**src/rtl/sw_input_pkg.sv**
```systemverilog
// Shared register addresses, ID constant and read-FSM state type for the switch input port.
package sw_input_pkg;

    localparam logic [1:0] ADDR_STATE = 2'd0;
    localparam logic [1:0] ADDR_RISE  = 2'd1;
    localparam logic [1:0] ADDR_FALL  = 2'd2;
    localparam logic [1:0] ADDR_ID    = 2'd3;

    localparam logic [31:0] SW_ID = 32'h5357_0001;

    typedef enum logic [0:0] {
        IDLE = 1'b0,
        RESP = 1'b1
    } rd_state_t;

endpackage

```
**src/rtl/sw_debounce_bit.sv**
```systemverilog
// One switch bit: 2-flop synchroniser, debounce counter, stable level and update pulses.
// A clean change reaches stable 2+DEBOUNCE_CYCLES cycles later; rise/fall pulse in the update cycle.
module sw_debounce_bit #(
    parameter int DEBOUNCE_CYCLES = 50000,
    parameter int CNT_W           = 16
) (
    input  logic CLK,
    input  logic RST,
    input  logic sw,
    output logic stable,
    output logic rise,
    output logic fall
);

    logic             sync_a;
    logic             sync_b;
    logic [CNT_W-1:0] cnt;
    logic             upd;

    // Accept the new level on the last cycle of an unbroken mismatch run.
    assign upd  = (sync_b != stable) && (cnt == CNT_W'(DEBOUNCE_CYCLES - 1));
    assign rise = upd & sync_b;
    assign fall = upd & ~sync_b;

    always_ff @(posedge CLK) begin
        if (!RST) begin
            sync_a <= 1'b0;
            sync_b <= 1'b0;
            stable <= 1'b0;
            cnt    <= '0;
        end else begin
            sync_a <= sw;
            sync_b <= sync_a;
            if (sync_b == stable) begin
                cnt <= '0;
            end else if (upd) begin
                stable <= sync_b;
                cnt    <= '0;
            end else begin
                cnt <= cnt + 1'b1;
            end
        end
    end

endmodule

```
**src/rtl/sw_input_port.sv**
```systemverilog
// Slide-switch read port: debounced state plus sticky edge flags, read via req/ack (ack 2 cycles after req, one read per 2 cycles).
// Optional SW_INPUT_PORT_IRQ_EN adds sw_irq and turns address 3 into a fixed all-ones IRQ_MASK.
module sw_input_port
    import sw_input_pkg::*;
#(
    parameter int SW_W            = 4,
    parameter int DEBOUNCE_CYCLES = 50000,
    parameter int CNT_W           = 16
) (
    input  logic            CLK,
    input  logic            RST,
    input  logic [SW_W-1:0] SW,
    input  logic            rd_req,
    input  logic [1:0]      rd_addr,
    output logic            rd_ack,
    output logic [31:0]     rd_data
`ifdef SW_INPUT_PORT_IRQ_EN
    ,
    output logic            sw_irq
`endif
);

    logic [SW_W-1:0] stable;
    logic [SW_W-1:0] rise_p;
    logic [SW_W-1:0] fall_p;
    logic [SW_W-1:0] rise_q;
    logic [SW_W-1:0] fall_q;
    logic [SW_W-1:0] clr_rise;
    logic [SW_W-1:0] clr_fall;
    logic [31:0]     sel_data;
    logic [1:0]      addr_q;
    rd_state_t       state;

    for (genvar i = 0; i < SW_W; i++) begin : g_bit
        sw_debounce_bit #(
            .DEBOUNCE_CYCLES(DEBOUNCE_CYCLES),
            .CNT_W          (CNT_W)
        ) u_db (
            .CLK   (CLK),
            .RST   (RST),
            .sw    (SW[i]),
            .stable(stable[i]),
            .rise  (rise_p[i]),
            .fall  (fall_p[i])
        );
    end

    always_comb begin
        sel_data = '0;
        case (addr_q)
            ADDR_STATE: sel_data = 32'(stable);
            ADDR_RISE:  sel_data = 32'(rise_q);
            ADDR_FALL:  sel_data = 32'(fall_q);
`ifdef SW_INPUT_PORT_IRQ_EN
            default:    sel_data = 32'({SW_W{1'b1}});
`else
            default:    sel_data = SW_ID;
`endif
        endcase
    end

    // Only the bits handed out in this read are cleared; a same-cycle edge still wins.
    always_comb begin
        clr_rise = '0;
        clr_fall = '0;
        if (state == RESP) begin
            if (addr_q == ADDR_RISE) clr_rise = rise_q;
            if (addr_q == ADDR_FALL) clr_fall = fall_q;
        end
    end

    always_ff @(posedge CLK) begin
        if (!RST) begin
            rise_q <= '0;
            fall_q <= '0;
        end else begin
            rise_q <= (rise_q & ~clr_rise) | rise_p;
            fall_q <= (fall_q & ~clr_fall) | fall_p;
        end
    end

    always_ff @(posedge CLK) begin
        if (!RST) begin
            state   <= IDLE;
            addr_q  <= '0;
            rd_ack  <= 1'b0;
            rd_data <= '0;
        end else begin
            case (state)
                IDLE: begin
                    rd_ack  <= 1'b0;
                    rd_data <= '0;
                    if (rd_req) begin
                        addr_q <= rd_addr;
                        state  <= RESP;
                    end
                end
                default: begin
                    rd_ack  <= 1'b1;
                    rd_data <= sel_data;
                    state   <= IDLE;
                end
            endcase
        end
    end

`ifdef SW_INPUT_PORT_IRQ_EN
    always_ff @(posedge CLK) begin
        if (!RST) sw_irq <= 1'b0;
        else      sw_irq <= |(rise_q | fall_q);
    end
`endif

endmodule

```
**config.mk**
```make
export PLATFORM = sky130hd
export DESIGN_NAME = sw_input_port
export DESIGN_NICKNAME = d
export VERILOG_FILES = /design/src/rtl/sw_input_pkg.sv /design/src/rtl/sw_debounce_bit.sv /design/src/rtl/sw_input_port.sv
export SDC_FILE = /design/constraint.sdc
export NUM_CORES = 1
export LEC_CHECK = 0
export CORE_AREA = 10 10 130 132
export CTS_CLUSTER_DIAMETER = 150
export DETAILED_ROUTE_END_ITERATION = 6
export DIE_AREA = 0 0 140 142
export PLACE_DENSITY_LB_ADDON = 0.15
export SLEW_MARGIN = 10
export SYNTH_ARGS = -nofsm -noshare
export SYNTH_HDL_FRONTEND = slang
export SYNTH_SLANG_ARGS = --single-unit
```
**constraint.sdc**
```tcl
create_clock -name CLK -period 2.15 [get_ports CLK]
set_input_delay 0.43 -clock CLK [delete_from_list [all_inputs] [get_ports CLK]]
set_output_delay 0.43 -clock CLK [all_outputs]
set_load 0.05 [all_outputs]
```
==> summary.md <==
| Metric | Value |
|---|---|
| Status | `finished, final reports clean` |
| #FFs+latches synth | `between 90 and 100` |
| Global-route wire length before repair | `13,500 microns` |
| Final Max Tran Viols | `0` |
| RSZ-0062 raised after global routing | `no` |
| Inserted Clock Buffers | `9` |
| Nets | `491` |
| Fin Hold WS | `between 0.4 and 0.5 ns` |
| Post-CTS Setup Inserts | `0` |
| Final Cell Area | `about 4700 sq um` |
| Synth Area per Inst | `9.01 sq um` |
| Post-Route Utilization | `32.8%` |
| CP bufs+invs | `1` |
| Number of max-cap violations | `0` |
| CTS tree | `done` |
| Footprint of the multi-input gates | `1990 sq um` |
| Share of layout cells above drive strength 1 | `5.82%` |
| Worst-skew pair later-pin latency | `0.34 ns` |
| Leak Pwr | `approximately 1.5 nW` |
| CP peak stage delay | `0.86 ns` |
| Synth warn | `0` |
| Worst slew margin | `around 64%` |
| Synth cell count leaders | `dfxtp_1 (93), nor2_1 (80), xnor2_1 (47), buf_4 (27), nand3_1 (24)` |
| Gr ovfl total | `0` |
| Top Metal Used | `met4` |
| I/O pin cnt | `42` |
| Most numerous cell in the Yosys netlist | `dfxtp_1` |
| VDD IR max | `0.346 mV` |
| Port buffer count | `22` |
| Setup violators final | `0` |
| Hpwl dp | `5540 microns` |
| Top cells by area, synth | `dfxtp_1 (45%), xnor2_1 (10%), nor2_1 (7.3%), buf_4 (5.0%), nand3_1 (2.9%)` |
| Post-CTS sizing | `0` |
| Syn Inst Count | `454` |
| Sequential area share after synthesis | `45.5%` |
| Post-synth top area cell | `dfxtp_1` |
| Via count | `2,897` |
| Total Routing Usage GR | `~8.2%` |
| Row count | `44` |
| DR vias/cell | `4.36` |
| Hold/Removal Path Class | `flop to flop` |
| P per Cell Area | `697 nW/um^2` |
| Placed Area | `4450 sq um` |
| 1st-iter DRT viols | `157` |
| # fillers | `roughly 1.5k` |
| Critical path, cell by cell | `clkdlybuf4s50_1` |
| Maximum root-to-sink buffer count | `2` |
| Crit path time final | `2.07 ns` |
| Die span in x | `140 microns` |
| Final wirelength | `7740 microns` |
| Die Y | `between 100 and 150 microns` |
| Area of the mapped netlist | `between 4000 and 5000 sq um` |
| Crit Path Category | `flop to primary output` |
| Yosys top cell area share | `between 40% and 50%` |
| Met2 WL | `3730 microns` |
| CP Data Required Time | `1.72 ns` |
| Largest net degree at the start of global routing | `31` |
| Detail Route Antenna Nets | `0` |
| Initial antenna violation count | `0` |
| Worst-path fanout max | `9` |
| Slowest CP cell | `clkdlybuf4s50_1` |
| Final Skew | `between 0.006 and 0.007 ns` |
| Pre-antenna DRT Iters | `4` |
| Diodes inserted | `0` |
| Post-synth EDFFs | `0` |
| # clock sinks | `just over 90` |
| Sequential cell area | `about 1900 sq um` |
| Setup tns final | `0 ns` |
| Met3 routed WL | `303 microns` |
| CP top delay family | `buffers and inverters` |
| Wire length on met1 | `about 3600 microns` |
| # H-tree levels | `3` |
| Fraction of registers with async set or reset after synthesis | `0%` |
| Total Die Area | `19,900 sq um` |
| Initial Util | `approximately 29%` |
| GPL Wtd Cong | `0.780` |
| WP data arrival | `1.64 ns` |
| Core Area | `roughly 14,000 sq um` |
| Fin. Hold Viols | `0` |
| Critical path capture point type | `primary output` |
| Reg clk slew, reported paths | `0.06 ns` |
| Drt drc | `0` |
| Slew @ Worst Pin | `0.535 ns` |
| Vias in the first global route | `2,846` |
| Root Driver | `clkbuf_16` |
| Critical Path Source Type | `flop` |
| Top_reg_cell synth | `dfxtp_1` |
| Synth-to-Final Area Change | `14.9%` |
| # hold bufs at CTS | `0` |
| Per-cell routed wire length | `11.6 microns` |
| Yosys cell types | `41` |
| Final period util | `96.4%` |
| Fmax | `0.482 GHz` |
## layout make-up
cell class | count | share of cell area (%)
sequential | 93 | 39.6
multi-input combinational | 325 | 42.3
clock buffer | 11 | 4.95
inverter | 19 | 1.52
clock inverter | 3 | 0.319
tap | 184 | 4.90
timing repair buffer | 30 | 6.39
## cell usage in the layout (no fill, tap or decap), types with 5 or more instances in the layout
cell type	instances
a21oi_1	5
and2_1	9
buf_4	7
clkbuf_16	9
clkdlybuf4s50_1	19
conb_1	19
dfxtp_1	93
inv_1	19
mux2i_1	9
nand2_1	21
nand3_1	24
nand4_1	15
nor2_1	80
nor2b_1	11
nor3_1	13
nor4_1	14
xnor2_1	47
xor2_1	11
## state kept, by name, summed over array words and instances, names as in the netlist, 2 cells and up
name,flops
rise_q,4
g_bit.u_db.cnt,64
addr_q,2
g_bit.u_db.sync_a,4
rd_data,5
g_bit.u_db.sync_b,4
fall_q,4
g_bit.u_db.stable,4
## routing by layer
layer	vias to the layer above	track usage, %
li1	1527	-
met1	1329	9.38
met2	31	13.5
met3	10	3.00
met4	0	3.42
met5	-	0
## worst paths after layout
path	startpoint	endpoint	slack, ns	depth (start not counted)
hold / removal	g_bit[2].u_db.sync_a$_SDFF_PN0_	g_bit[2].u_db.sync_b$_SDFF_PN0_	0.43	1
hold reg to reg	g_bit[2].u_db.sync_a$_SDFF_PN0_	g_bit[2].u_db.sync_b$_SDFF_PN0_	0.43	1
setup reg to reg	g_bit[3].u_db.cnt[12]$_SDFF_PP0_	rise_q[3]$_SDFF_PN0_	0.15	4
setup / recovery	rd_data[28]$_SDFF_PN0_	rd_data[25]	0.08	1
## cell families after synthesis
| kind of cell | after synthesis | share of synthesized area (%) |
|---|---|---|
| compound gates | 17 | 2.81 |
| xor+xnor | 58 | 12.4 |
| fa+ha+maj | 4 | 1.22 |
| buf+inv | 54 | 7.52 |
| flops | 93 | 45.5 |
| mux | 9 | 2.20 |
| other cells | 1 | 0.0916 |
| simple gates | 218 | 28.2 |
## through the flow
stage	cells	setup slack, ns	total power [mW]
global placement	651	0.162	1.93
detailed placement	651	0.160	1.93
CTS	665	0.0324	3.36
floorplan	472	0.205	1.93
global route	665	0.00147	3.43
finish	665	0.0771	3.28
## where the power goes
| part | internal (mW) | switching, mW | total [mW] |
|---|---|---|---|
| registers | 1.74 | 0.0135 | 1.75 |
| clock network | 0.765 | 0.619 | 1.38 |
| logic | 0.0364 | 0.108 | 0.145 |
Power figures use the tool's default switching activity.
